[config.mk]
export PLATFORM = sky130hd
export DESIGN_NAME = sparse_index_scheduler
export DESIGN_NICKNAME = d
export VERILOG_FILES = /design/src/rtl/sparse_index_scheduler.sv
export SDC_FILE = /design/constraint.sdc
export NUM_CORES = 1
export LEC_CHECK = 0
export ABC_AREA = 1
export BUFFER_PORTS_ARGS = -buffer_cell sky130_fd_sc_hd__buf_4
export CAP_MARGIN = 30
export CORE_MARGIN = 2
export CORE_UTILIZATION = 45
export CTS_CLUSTER_DIAMETER = 150
export DETAILED_ROUTE_END_ITERATION = 8
export PLACE_DENSITY_LB_ADDON = 0.1
export SETUP_SLACK_MARGIN = 0.05
export SYNTH_ARGS = -nofsm -noshare
export SYNTH_HDL_FRONTEND = slang
export SYNTH_SLANG_ARGS = --single-unit
[constraint.sdc]
create_clock -name clk -period 1.5 [get_ports clk]
set_input_delay 0.15 -clock clk [delete_from_list [all_inputs] [get_ports clk]]
set_output_delay 0.15 -clock clk [all_outputs]
set_load 0.01 [all_outputs]
[src/rtl/sparse_index_scheduler.sv]
// sparse_index_scheduler: latches an n-bit occupancy mask and emits the index of
// every set bit, lowest index first, one per valid/ready handshake. A zero
// mask produces only a done pulse. abort flushes the current mask silently.
// Optional build macro SPARSE_SCHED_COUNT_EN adds emitted_cnt, the number of
// indices transferred since the last load accept.
module sparse_index_scheduler #(
  parameter int n    = 8,
  parameter int logn = 3
) (
  input  logic            clk,
  input  logic            rst_n,
  input  logic            load_valid,
  input  logic [n-1:0]    load_mask,
  output logic            load_ready,
  output logic            idx_valid,
  output logic [logn-1:0] idx_addr,
  output logic            idx_last,
  input  logic            idx_ready,
  input  logic            abort,
`ifdef SPARSE_SCHED_COUNT_EN
  output logic [logn:0]   emitted_cnt,
`endif
  output logic            done
);

  typedef enum logic {IDLE = 1'b0, RUN = 1'b1} state_t;

  localparam logic [n-1:0] one_n = {{(n-1){1'b0}}, 1'b1};

  state_t          state_reg;
  logic [n-1:0]    pend_reg;
  logic            done_reg;
  logic [n-1:0]    low_onehot;
  logic [logn-1:0] enc_addr;
  logic            single_bit;
  logic            run;

  // Isolate the lowest pending bit; bit 0 has the highest priority.
  assign low_onehot = pend_reg & (~pend_reg + one_n);
  // Exactly one bit pending when clearing the lowest bit leaves nothing.
  assign single_bit = ((pend_reg & (pend_reg - one_n)) == '0);
  assign run        = (state_reg == RUN);

  // Binary-encode the isolated lowest bit: address bit gi is the OR of every
  // one-hot position whose index has bit gi set.
  genvar gi, gj;
  generate
    for (gi = 0; gi < logn; gi++) begin : g_enc
      logic [n-1:0] sel;
      for (gj = 0; gj < n; gj++) begin : g_sel
        assign sel[gj] = low_onehot[gj] & (((gj >> gi) % 2) == 1);
      end
      assign enc_addr[gi] = |sel;
    end
  endgenerate

  // Index outputs are decoded from registers only and forced to zero outside RUN.
  assign idx_valid  = run;
  assign idx_addr   = run ? enc_addr : '0;
  assign idx_last   = run & single_bit;
  assign load_ready = (state_reg == IDLE);
  assign done       = done_reg;

  // Main FSM: load in IDLE, drain one index per handshake in RUN, abort flushes.
  always_ff @(posedge clk or negedge rst_n) begin
    if (!rst_n) begin
      state_reg <= IDLE;
      pend_reg  <= '0;
      done_reg  <= 1'b0;
    end else begin
      done_reg <= 1'b0;
      if (abort) begin
        // A coincident transfer is considered delivered; the remainder is dropped.
        state_reg <= IDLE;
        pend_reg  <= '0;
      end else begin
        case (state_reg)
          IDLE: begin
            if (load_valid) begin
              pend_reg <= load_mask;
              if (load_mask == '0) begin
                done_reg <= 1'b1;
              end else begin
                state_reg <= RUN;
              end
            end
          end
          RUN: begin
            if (idx_ready) begin
              pend_reg <= pend_reg & ~low_onehot;
              if (single_bit) begin
                state_reg <= IDLE;
                done_reg  <= 1'b1;
              end
            end
          end
          default: begin
            state_reg <= IDLE;
            pend_reg  <= '0;
          end
        endcase
      end
    end
  end

`ifdef SPARSE_SCHED_COUNT_EN
  localparam logic [logn:0] one_c = {{logn{1'b0}}, 1'b1};
  logic [logn:0] cnt_reg;

  // Count transfers since the last load; the value survives done until the next load.
  always_ff @(posedge clk or negedge rst_n) begin
    if (!rst_n) begin
      cnt_reg <= '0;
    end else if (abort) begin
      cnt_reg <= '0;
    end else if (load_ready && load_valid) begin
      cnt_reg <= '0;
    end else if (run && idx_ready) begin
      cnt_reg <= cnt_reg + one_c;
    end
  end

  assign emitted_cnt = cnt_reg;
`endif

endmodule

Word level (Yosys, flattened, before mapping)
Cells that the tools add are included.
{"block": "classes", "reduce_logical": 6, "bitwise_logic": 7, "eq_ne": 2, "add_sub_neg": 2, "mux": 17}
{"op": "8-bit AND", "count": 3}
{"op": "8-bit 2-to-1 mux", "count": 3}
{"op": "8-bit zero test", "count": 2}
{"op": "8-bit NOT", "count": 2}
{"op": "8-bit one-hot mux with 2 select lines", "count": 1}
{"op": "4-bit OR reduction", "count": 3}
{"op": "1-bit 2-to-1 mux", "count": 10}
{"op": "8-bit by 1-bit adder with 8-bit output (second input constant)", "count": 1}
{"op": "8-bit by 1-bit subtractor with 8-bit output (second input constant)", "count": 1}
{"op": "1-bit one-hot mux with 2 select lines", "count": 2}
{"op": "3-bit 2-to-1 mux", "count": 1}
{"op": "3-bit by 2-bit != test with 1-bit output (second input constant)", "count": 1}
{"op": "3-bit != test (second input constant)", "count": 1}
{"op": "2-bit AND reduction", "count": 1}
{"op": "1-bit AND", "count": 1}
{"op": "1-bit NOT", "count": 1}
{"block": "word_totals", "wordCells": 37, "out_inout_bits": 7, "regBits": 10}

Depth between registers and ports, before layout
Gate-level depths: netlist of the first run.
{"block": "logic_depth", "depth_word": 8, "depth_mapped": 8, "mapped_depth_nobuf": 8}

Worst setup path before layout of the first run
OpenSTA, ideal clock, no wires.
{"block": "synth_timing", "path_kind": "register to output", "from": "reg pend_reg[0]", "to": "out idx_last", "arrival_ns": 1.150, "setup_slack_ns": 0.200, "path_stages_with_launch": 8, "t_required_ns": 1.350, "path_cell_list": "dfrtp_1 > nor2_4 > nand2_2 > nor2_2 > nor2_2 > nor2_2 > nand2_2 > nor2_1"}
{"block": "synth_via", "elab_chain_len": 4}
{"element": "start, declared", "line_no": "31", "rtl": "logic [n-1:0] pend_reg;"}
{"element": "start signal, assigned", "line_no": "80", "rtl": "pend_reg <= load_mask;"}
{"element": "start signal, assigned", "line_no": "90", "rtl": "pend_reg <= pend_reg & ~low_onehot;"}
{"element": "8-bit by 1-bit subtractor with 8-bit output", "line_no": "41", "rtl": "assign single_bit = ((pend_reg & (pend_reg - one_n)) == '0);"}
{"element": "8-bit AND *", "line_no": "41"}
{"element": "8-bit zero test *", "line_no": "41"}
{"element": "1-bit AND *", "line_no": "60", "rtl": "assign idx_last = run & single_bit;"}
{"element": "end, declared", "line_no": "17", "rtl": "output logic idx_last,"}
Every way passes the cells marked *; elsewhere a longest branch is shown, timed or not.

Worst setup path in the final report of the first run
Same ends and word-level chain as after synthesis.

==> results of run 1 <==
## power groups by stage
stage	clock [uW]	sequential [uW]	combinational, uW
final	251	347	521
after global routing	266	352	571
after CTS	251	345	459
after detailed placement	0	350	381
after global placement	0	349	377
after floorplan	0	340	259
## stage by stage
| stage | power [uW] | setup TNS [ns] | area (um^2) | utilization [%] | cells |
|---|---|---|---|---|---|
| global placement | 726 | 0 | 870 | 58.4 | 131 |
| CTS | 1050 | -0.411 | 983 | 66.1 | 143 |
| detailed placement | 731 | 0 | 870 | 58.4 | 131 |
| finish | 1120 | -0.708 | 1040 | 70.2 | 146 |
| floorplan | 599 | 0 | 701 | - | 95 |
| global route | 1190 | -1.16 | 1040 | 70.2 | 146 |
## synth_stat cells
library cell	count
sky130_fd_sc_hd__o211ai_1	2
sky130_fd_sc_hd__dfrtp_1	10
sky130_fd_sc_hd__buf_6	1
sky130_fd_sc_hd__o21ai_0	11
sky130_fd_sc_hd__nor2_4	3
sky130_fd_sc_hd__o22ai_1	2
sky130_fd_sc_hd__a31oi_1	2
sky130_fd_sc_hd__a21oi_1	4
sky130_fd_sc_hd__nand4_1	1
sky130_fd_sc_hd__buf_2	1
sky130_fd_sc_hd__inv_1	7
sky130_fd_sc_hd__inv_2	3
sky130_fd_sc_hd__a21oi_2	1
sky130_fd_sc_hd__a311oi_1	1
sky130_fd_sc_hd__nor2_1	10
sky130_fd_sc_hd__nand2_1	15
sky130_fd_sc_hd__o21ai_2	1
sky130_fd_sc_hd__inv_4	1
sky130_fd_sc_hd__nor2_2	5
sky130_fd_sc_hd__nand2_2	3
sky130_fd_sc_hd__a211oi_1	1
sky130_fd_sc_hd__nand3_1	6
sky130_fd_sc_hd__o211ai_2	1
sky130_fd_sc_hd__o21ai_1	3
## layer usage
metal	global-route usage, %	routed length, um	vias up
li1	-	-	391
met1	31.9	931	353
met2	38.5	1000	32
met3	2.50	104	5
met4	12.7	40	0
met5	0	0	-
## critical path, stage by stage (launching register included)
cell,delay (ns)
sky130_fd_sc_hd__dfrtp_1,0.41
sky130_fd_sc_hd__nor2_4,0.24
sky130_fd_sc_hd__inv_2,0.09
sky130_fd_sc_hd__o21ai_1,0.12
sky130_fd_sc_hd__inv_1,0.08
sky130_fd_sc_hd__nor2_2,0.09
sky130_fd_sc_hd__nand2_2,0.07
sky130_fd_sc_hd__nor2_2,0.07
sky130_fd_sc_hd__buf_4,0.12
## kinds of logic (layout without fill, tap and decap cells)
| group | count (synthesis) | in the layout |
|---|---|---|
| compound gates | 29 | 29 |
| flops | 10 | 10 |
| simple gates | 43 | 43 |
| buf+inv | 13 | 48 |
## how the worst min path moves through the flow
| stage | slack, ns | cells after the start | start | to |
|---|---|---|---|---|
| after floorplan | -0.15 | 0 | rst_n | done |
| after global placement | -0.009 | 1 | rst_n | done |
| after global routing | 0.02 | 2 | abort | idx_valid |
| after detailed placement | -0.01 | 1 | rst_n | done |
| after CTS | 0.02 | 2 | abort | idx_valid |
| final | 0.02 | 2 | abort | idx_valid |
## layout make-up
cell class | count | area, um^2
multi-input cells | 72 | 442
flip-flops and latches | 10 | 253
well taps | 16 | 20.0
repair buffers | 33 | 250
clock buffers | 4 | 36.3
inverters | 11 | 43.8
fillers | 126 | 444
## timing repair
action | CTS | global route
hold buffers | 1 | 0
resized for setup | 5 | 10
buffers inserted | 7 | 3
setup endpoints to repair | 4 | 6
pin swaps | 5 | 6
hold endpoints to repair | 10 | 0
==> impl_summary.txt, run 1 <==
----------------------------------------------------
[Clock network]
  Clock insertion delay at the later pin of the skew report ... 0.27 ns
  Number of sinks driven by the clock tree ... 10
  Clock root buffer ... sky130_fd_sc_hd__clkbuf_4
  Clock Path Buffers ... 2
  Count of H-tree levels built during CTS ... 1
  CTS tree ... yes
  Clock transition time at the flip-flop clock pins of the worst setup and hold paths ... 0.07 ns
  Number of buffers inserted during clock tree synthesis ... 3

[Setup path]
  Peak fanout along the critical path ... 5
  Crit start category ... flop
  R2r endpoint ... idx_valid
  Critical path capture point type ... primary output
  FF-to-FF path depth ... 9
  Startpoint of the worst register-to-register path ... pend_reg[0]
  End point of the critical path ... idx_last
  Start-to-end type of the worst setup path ... reg -> out
  Data required, critical path ... 1.35 ns
  Worst setup startpoint ... pend_reg[0]
  Reg2Reg Setup Slack ... 0.04 ns
  Arr. time, crit path ... 1.57 ns

[Route]
  Count of TritonRoute iterations in the first routing pass ... 4
  Detailed-route DRC error count ... 0
  Antenna-violating nets left ... 0
  WL per Instance ... 14.2 um
  Vias per cell ... 5.35
  Violation count after the first detailed-route iteration ... 26
  Final Routed Wirelength ... 2080 um
  Vias after detailed routing ... 781

[Synthesis]
  Multiplexer share of the synthesized area ... 0%
  Top post-synthesis cells by area ... sky130_fd_sc_hd__dfrtp_1 (36%), sky130_fd_sc_hd__nand2_1 (8.0%), sky130_fd_sc_hd__o21ai_0 (7.9%)
  Syn_area_per_cell ... 7.38 um^2
  Sequential cell area fraction in the yosys report ... 35.7%
  Combinational family with the most area after synthesis ... simple AND/OR/NAND/NOR gates
  Number of standard cells after synthesis ... 95
  Xor/xnor share of the synthesized area ... 0%
  Simple-gate share of the synthesized area ... 30.5%
  Yosys warns ... 0
  Syn Nets ... 108
  Netlist Area Pre-Place ... 701 um^2
  Synth Area in Adders ... 0%
  Synthesis-stage register bit count ... 10
  Portion of synthesized cell area occupied by the leading cell type ... 35.7%
  Synth Area in Compound Gates ... 25.2%
  Unique masters post-synth ... 24
  Post-synth top area cell ... sky130_fd_sc_hd__dfrtp_1

[GRT]
  Global-route wire length before repair ... 3350 um
  Total overflow reported by the global router ... 0
  Number of global-route vias before repair ... 773
  Pin count of the biggest net entering global routing ... 12
  Antenna violations before repair ... 0
  GRT Resource Usage Total ... 24.0%

[Cells and area]
  Area growth from synthesis to layout ... 49.1%
  Number of antenna repair diodes ... 0
  Ratio of cells with drive above 1 in the final layout ... 50.0%
  Leading cell types in the layout, fill and taps excluded ... sky130_fd_sc_hd__buf_4 (32), sky130_fd_sc_hd__o21ai_0 (11), sky130_fd_sc_hd__nand2_1 (11)
  Fin nets ... 144
  Commonest non-fill, non-tap cell in the layout ... sky130_fd_sc_hd__buf_4
  Max reg flops ... 8

[Place]
  Routability congestion estimate ... 0.891
  Detailed placer's ending HPWL ... 1410 um
  Number of buffers inserted by port buffering ... 19
  Minimum setup slack after placement ... 0.0669 ns

[Power and ir drop]
  Clk network pwr share ... 22.4%
  Peak supply drop ... 684 uV
  Power density cells ... 1070 nW/um^2
  Switching power ... 431 uW
  Proportion of power drawn by flip-flops and latches ... 31.0%
  Combinational group share of total power ... 46.5%
  Share of total power consumed by net switching ... 38.6%
  Cell leakage power ... 0.000510 uW
  P_int ... 688 uW

[Hold path]
  Min-delay worst type ... in -> reg

[Die]
  Total I/O pin count ... 20
  Row cnt ... 14
  Starting utilization of the core area ... 47.1%
  Die Y-Extent ... 43.5 um
  Die outline area ... 1890 um^2
  Horizontal extent of the die ... 43.5 um
  Area of the core ... 1490 um^2

[STA]
  Final-layout worst hold slack ... 0.0201 ns
  Endpoints failing hold ... 0
  Slew headroom ... 83.0%
  Slew at the pin closest to its max-slew limit ... 0.255 ns
  Achievable clock frequency ... 582 MHz
  # setup viols final ... 4
  Setup ws final ... -0.217 ns
  RSZ-0062 raised after global routing ... yes
  Fin crit period ... 1.72 ns
  Final cycle utilization of the critical path ... 114%
  Max-slew violation count ... 0
  Worst-case clock skew ... 0.000432 ns

[Status]
  Violations in the final reports ... negative setup slack
  Outcome ... finished, violations left

[Job]
  Max-cap violation count ... 0

----------------------------------------------------
Note: power is estimated with default switching activity, not from simulation.
==> inputs of run 2 (changes only) <==
Settings changed: ABC_AREA 1 to unset, CORE_UTILIZATION 45 to 48.
==> run 2 against run 1 <==
  * The flow still finishes with violations (negative setup slack)
  * Utilization is 6.7 points higher
  * Clock skew rose by 0.0070 ns
  * Die area is 10% lower
  * First-iteration DRC count is 46% lower
  * Critical path depth down 3
  * Maximum frequency down 17%
  * Via count fell by 11%
  * Register-to-register slack worse by 0.31 ns
  * Sequential cell count unchanged
  * Global-route usage up 3.2 points
  * Largest power group unchanged
  * Highest routed layer unchanged
==> impl_summary.txt, run 2 <==
----------------------------------------------------
[Clock network]
  Clock insertion delay at the later pin of the skew report ... 0.27 ns (about the same)
  CTS tree ... yes
  Clock transition time at the flip-flop clock pins of the worst setup and hold paths ... 0.08 ns (about the same)
  Number of sinks driven by the clock tree ... 10 (unchanged)
  Count of H-tree levels built during CTS ... 1 (unchanged)
  Clock root buffer ... sky130_fd_sc_hd__clkbuf_4
  Clock Path Buffers ... 2 (unchanged)
  Number of buffers inserted during clock tree synthesis ... 3 (unchanged)

[Hold path]
  Critical hold path startpoint ... abort
  Min-delay worst type ... in -> reg

[Place]
  Placed Area ... 900 um^2 (+3.5%)
  Minimum setup slack after placement ... -0.299 ns (-0.366 ns)
  Detailed placer's ending HPWL ... 1340 um (-5.5%)
  Placed cells ... 112 (-15%)
  Routability congestion estimate ... 0.800 (-10%)
  Number of buffers inserted by port buffering ... 19 (unchanged)

[STA]
  Fin crit period ... 2.07 ns (+0.354 ns)
  Achievable clock frequency ... 483 MHz (-17%)
  RSZ-0062 raised after global routing ... yes
  Final cycle utilization of the critical path ... 138% (+24 points)
  # setup viols final ... 10 (+6)
  Max-slew violation count ... 0 (unchanged)
  Final-layout worst hold slack ... 0.0745 ns (+0.0544 ns)
  Endpoints failing hold ... 0 (unchanged)
  Setup ws final ... -0.572 ns (-0.354 ns)
  Worst-case clock skew ... 0.00743 ns (+0.00700 ns)
  Slew at the pin closest to its max-slew limit ... 0.348 ns (+0.0929 ns)
  Slew headroom ... 76.6% (-6.4 points)

[Synthesis]
  Top post-synthesis cells by area ... sky130_fd_sc_hd__dfrtp_1 (38%), sky130_fd_sc_hd__a22o_1 (7.9%), sky130_fd_sc_hd__o21ai_0 (6.0%)
  Yosys warns ... 0 (unchanged)
  Portion of synthesized cell area occupied by the leading cell type ... 37.8% (+2.1 points)
  Synthesis-stage register bit count ... 10 (unchanged)
  Unique masters post-synth ... 30 (+25%)
  Netlist Area Pre-Place ... 662 um^2 (-5.5%)
  Combinational family with the most area after synthesis ... compound AO/OA/AOI/OAI gates
  Multiplexer share of the synthesized area ... 0% (unchanged)
  Synth top cells by count ... sky130_fd_sc_hd__dfrtp_1 (10), sky130_fd_sc_hd__o21ai_0 (8), sky130_fd_sc_hd__a22o_1 (6)
  Prevailing post-synth register cell ... sky130_fd_sc_hd__dfrtp_1
  Synth Area in Adders ... 1.51% (+1.5 points)
  Simple-gate share of the synthesized area ... 21.2% (-9.4 points)
  Xor/xnor share of the synthesized area ... 0% (unchanged)
  Post-synth top area cell ... sky130_fd_sc_hd__dfrtp_1
  Count of flip-flops with a built-in enable after synthesis ... 0 (unchanged)
  Most frequent cell after synthesis ... sky130_fd_sc_hd__dfrtp_1
  Sequential cell area fraction in the yosys report ... 37.8% (+2.1 points)
  Syn_area_per_cell ... 9.46 um^2 (+28%)
  Syn Nets ... 83 (-23%)
  Synth Area in Compound Gates ... 32.9% (+7.7 points)
  Number of standard cells after synthesis ... 70 (-26%)
  Async S/R FF share, synth ... 100% (unchanged)

[Cells and area]
  Leading cell types in the layout, fill and taps excluded ... sky130_fd_sc_hd__buf_4 (28), sky130_fd_sc_hd__dfrtp_1 (7), sky130_fd_sc_hd__o21ai_0 (6), sky130_fd_sc_hd__a22o_1 (6), sky130_fd_sc_hd__inv_1 (5)
  Number of antenna repair diodes ... 0 (unchanged)
  Max reg flops ... 8 (unchanged)
  Commonest non-fill, non-tap cell in the layout ... sky130_fd_sc_hd__buf_4
  Post-Layout Inst Area ... 1000 um^2 (-4.3%)
  Area growth from synthesis to layout ... 51.0%
  Non-filler instance count after layout ... 118 (-19%)
  Ratio of cells with drive above 1 in the final layout ... 52.4% (+2.4 points)
  Fin nets ... 117 (-19%)

[Route]
  Antenna-violating nets left ... 0 (unchanged)
  Violation count after the first detailed-route iteration ... 14 (-46%)
  Vias per cell ... 5.89 (+10%)
  Vias after detailed routing ... 695 (-11%)
  WL per Instance ... 16.3 um (+15%)
  Count of TritonRoute iterations in the first routing pass ... 4 (unchanged)
  Detailed-route DRC error count ... 0 (unchanged)
  Final Routed Wirelength ... 1920 um (-7.3%)

[Status]
  Violations in the final reports ... negative setup slack
  Outcome ... finished, violations left

[GRT]
  Number of global-route vias before repair ... 653 (-16%)
  GRT Resource Usage Total ... 27.2% (+3.2 points)
  Total overflow reported by the global router ... 0 (unchanged)
  Pin count of the biggest net entering global routing ... 11 (-1)
  Antenna violations before repair ... 0 (unchanged)
  Global-route wire length before repair ... 2890 um (-14%)

[Setup path]
  Critical path capture point type ... primary output
  Crit start category ... flop
  Start-to-end type of the worst setup path ... reg -> out
  Startpoint of the worst register-to-register path ... pend_reg[2]
  Data required, critical path ... 1.35 ns (about the same)
  Worst setup startpoint ... pend_reg[2]
  Arr. time, crit path ... 1.92 ns (+0.35 ns)
  Peak fanout along the critical path ... 3 (-2)

[Die]
  Area of the core ... 1300 um^2 (-13%)
  Total I/O pin count ... 20 (unchanged)
  Starting utilization of the core area ... 50.9% (+3.8 points)
  Die outline area ... 1690 um^2 (-10%)
  Horizontal extent of the die ... 41.1 um (-5.3%)
  Die Y-Extent ... 41.1 um (-5.3%)
  Row cnt ... 13 (-1)

[Job]
  Max-cap violation count ... 0 (unchanged)

[Power and ir drop]
  Cell leakage power ... 0.000478 uW (-6.3%)
  Peak supply drop ... 647 uV (-5.4%)
  Power density cells ... 905 nW/um^2 (-15%)

----------------------------------------------------
-- run 2: cells by family after synthesis --
logic type      Yosys count
buf+inv                   9
fa+ha+maj                 1
flops                    10
compound gates           27
simple gates             23
-- run 2: path summary, 6_finish.rpt --
path / slack, ns / end / cells after the start
worst min-delay path: 0.07 / idx_valid / 2
worst max register to register: -0.27 / idx_valid / 5
worst min register to register: 0.65 / pend_reg[1] / 2
min in group asynchronous: 0.24 / pend_reg[4] / 2
worst max-delay path: -0.57 / idx_last / 5
max in group asynchronous: 1.09 / pend_reg[6] / 2
-- run 2: critical path, stage by stage, from the launching register on --
cell                      delay, ns
sky130_fd_sc_hd__dfrtp_1       0.39
sky130_fd_sc_hd__or4_4         0.58
sky130_fd_sc_hd__nor4_4        0.28
sky130_fd_sc_hd__o31a_2        0.18
sky130_fd_sc_hd__and2_4        0.13
sky130_fd_sc_hd__buf_6         0.09
-- run 2: routing by layer --
layer,global-route usage (%),part of all wire [%],wire length (um),up-vias
met5,0,0,0,-
met4,12.9,1.1,21,0
met3,8.70,5.7,109,4
met2,40.2,47,912,24
met1,35.5,46,882,334
li1,-,-,-,333
-- run 2: cell type report --
| class | instances | area, um^2 |
|---|---|---|
| repair buffers | 33 | 265 |
| well taps | 15 | 18.8 |
| multi-input cells | 51 | 407 |
| fillers | 93 | 302 |
| inverters | 5 | 18.8 |
| clock buffers | 4 | 36.3 |
| flip-flops and latches | 10 | 254 |
-- run 2: per-stage QoR --
step / power, uW / utilization, % / TNS (ns)
after global placement: 608 / 69.1 / -1.14
after CTS: 902 / 76.9 / -2.79
after global routing: 950 / 76.8 / -3.06
after floorplan: 489 / - / -0.900
after detailed placement: 615 / 69.1 / -1.33
final: 905 / 76.8 / -2.66
-- run 2: power by group --
group	internal [uW]	switching (uW)	leakage, uW
registers	291	27.4	0.000130
logic	178	155	0.000327
clock network	147	106	0.0000210
-- run 2: timing repair --
item	4_1_cts	5_1_grt
setup buffers	2	0
pin swaps	4	4
hold buffers	1	0
endpoints found under the hold margin	10	0
resized for setup	12	2
gates cloned	0	0
endpoints found under the setup margin	10	10
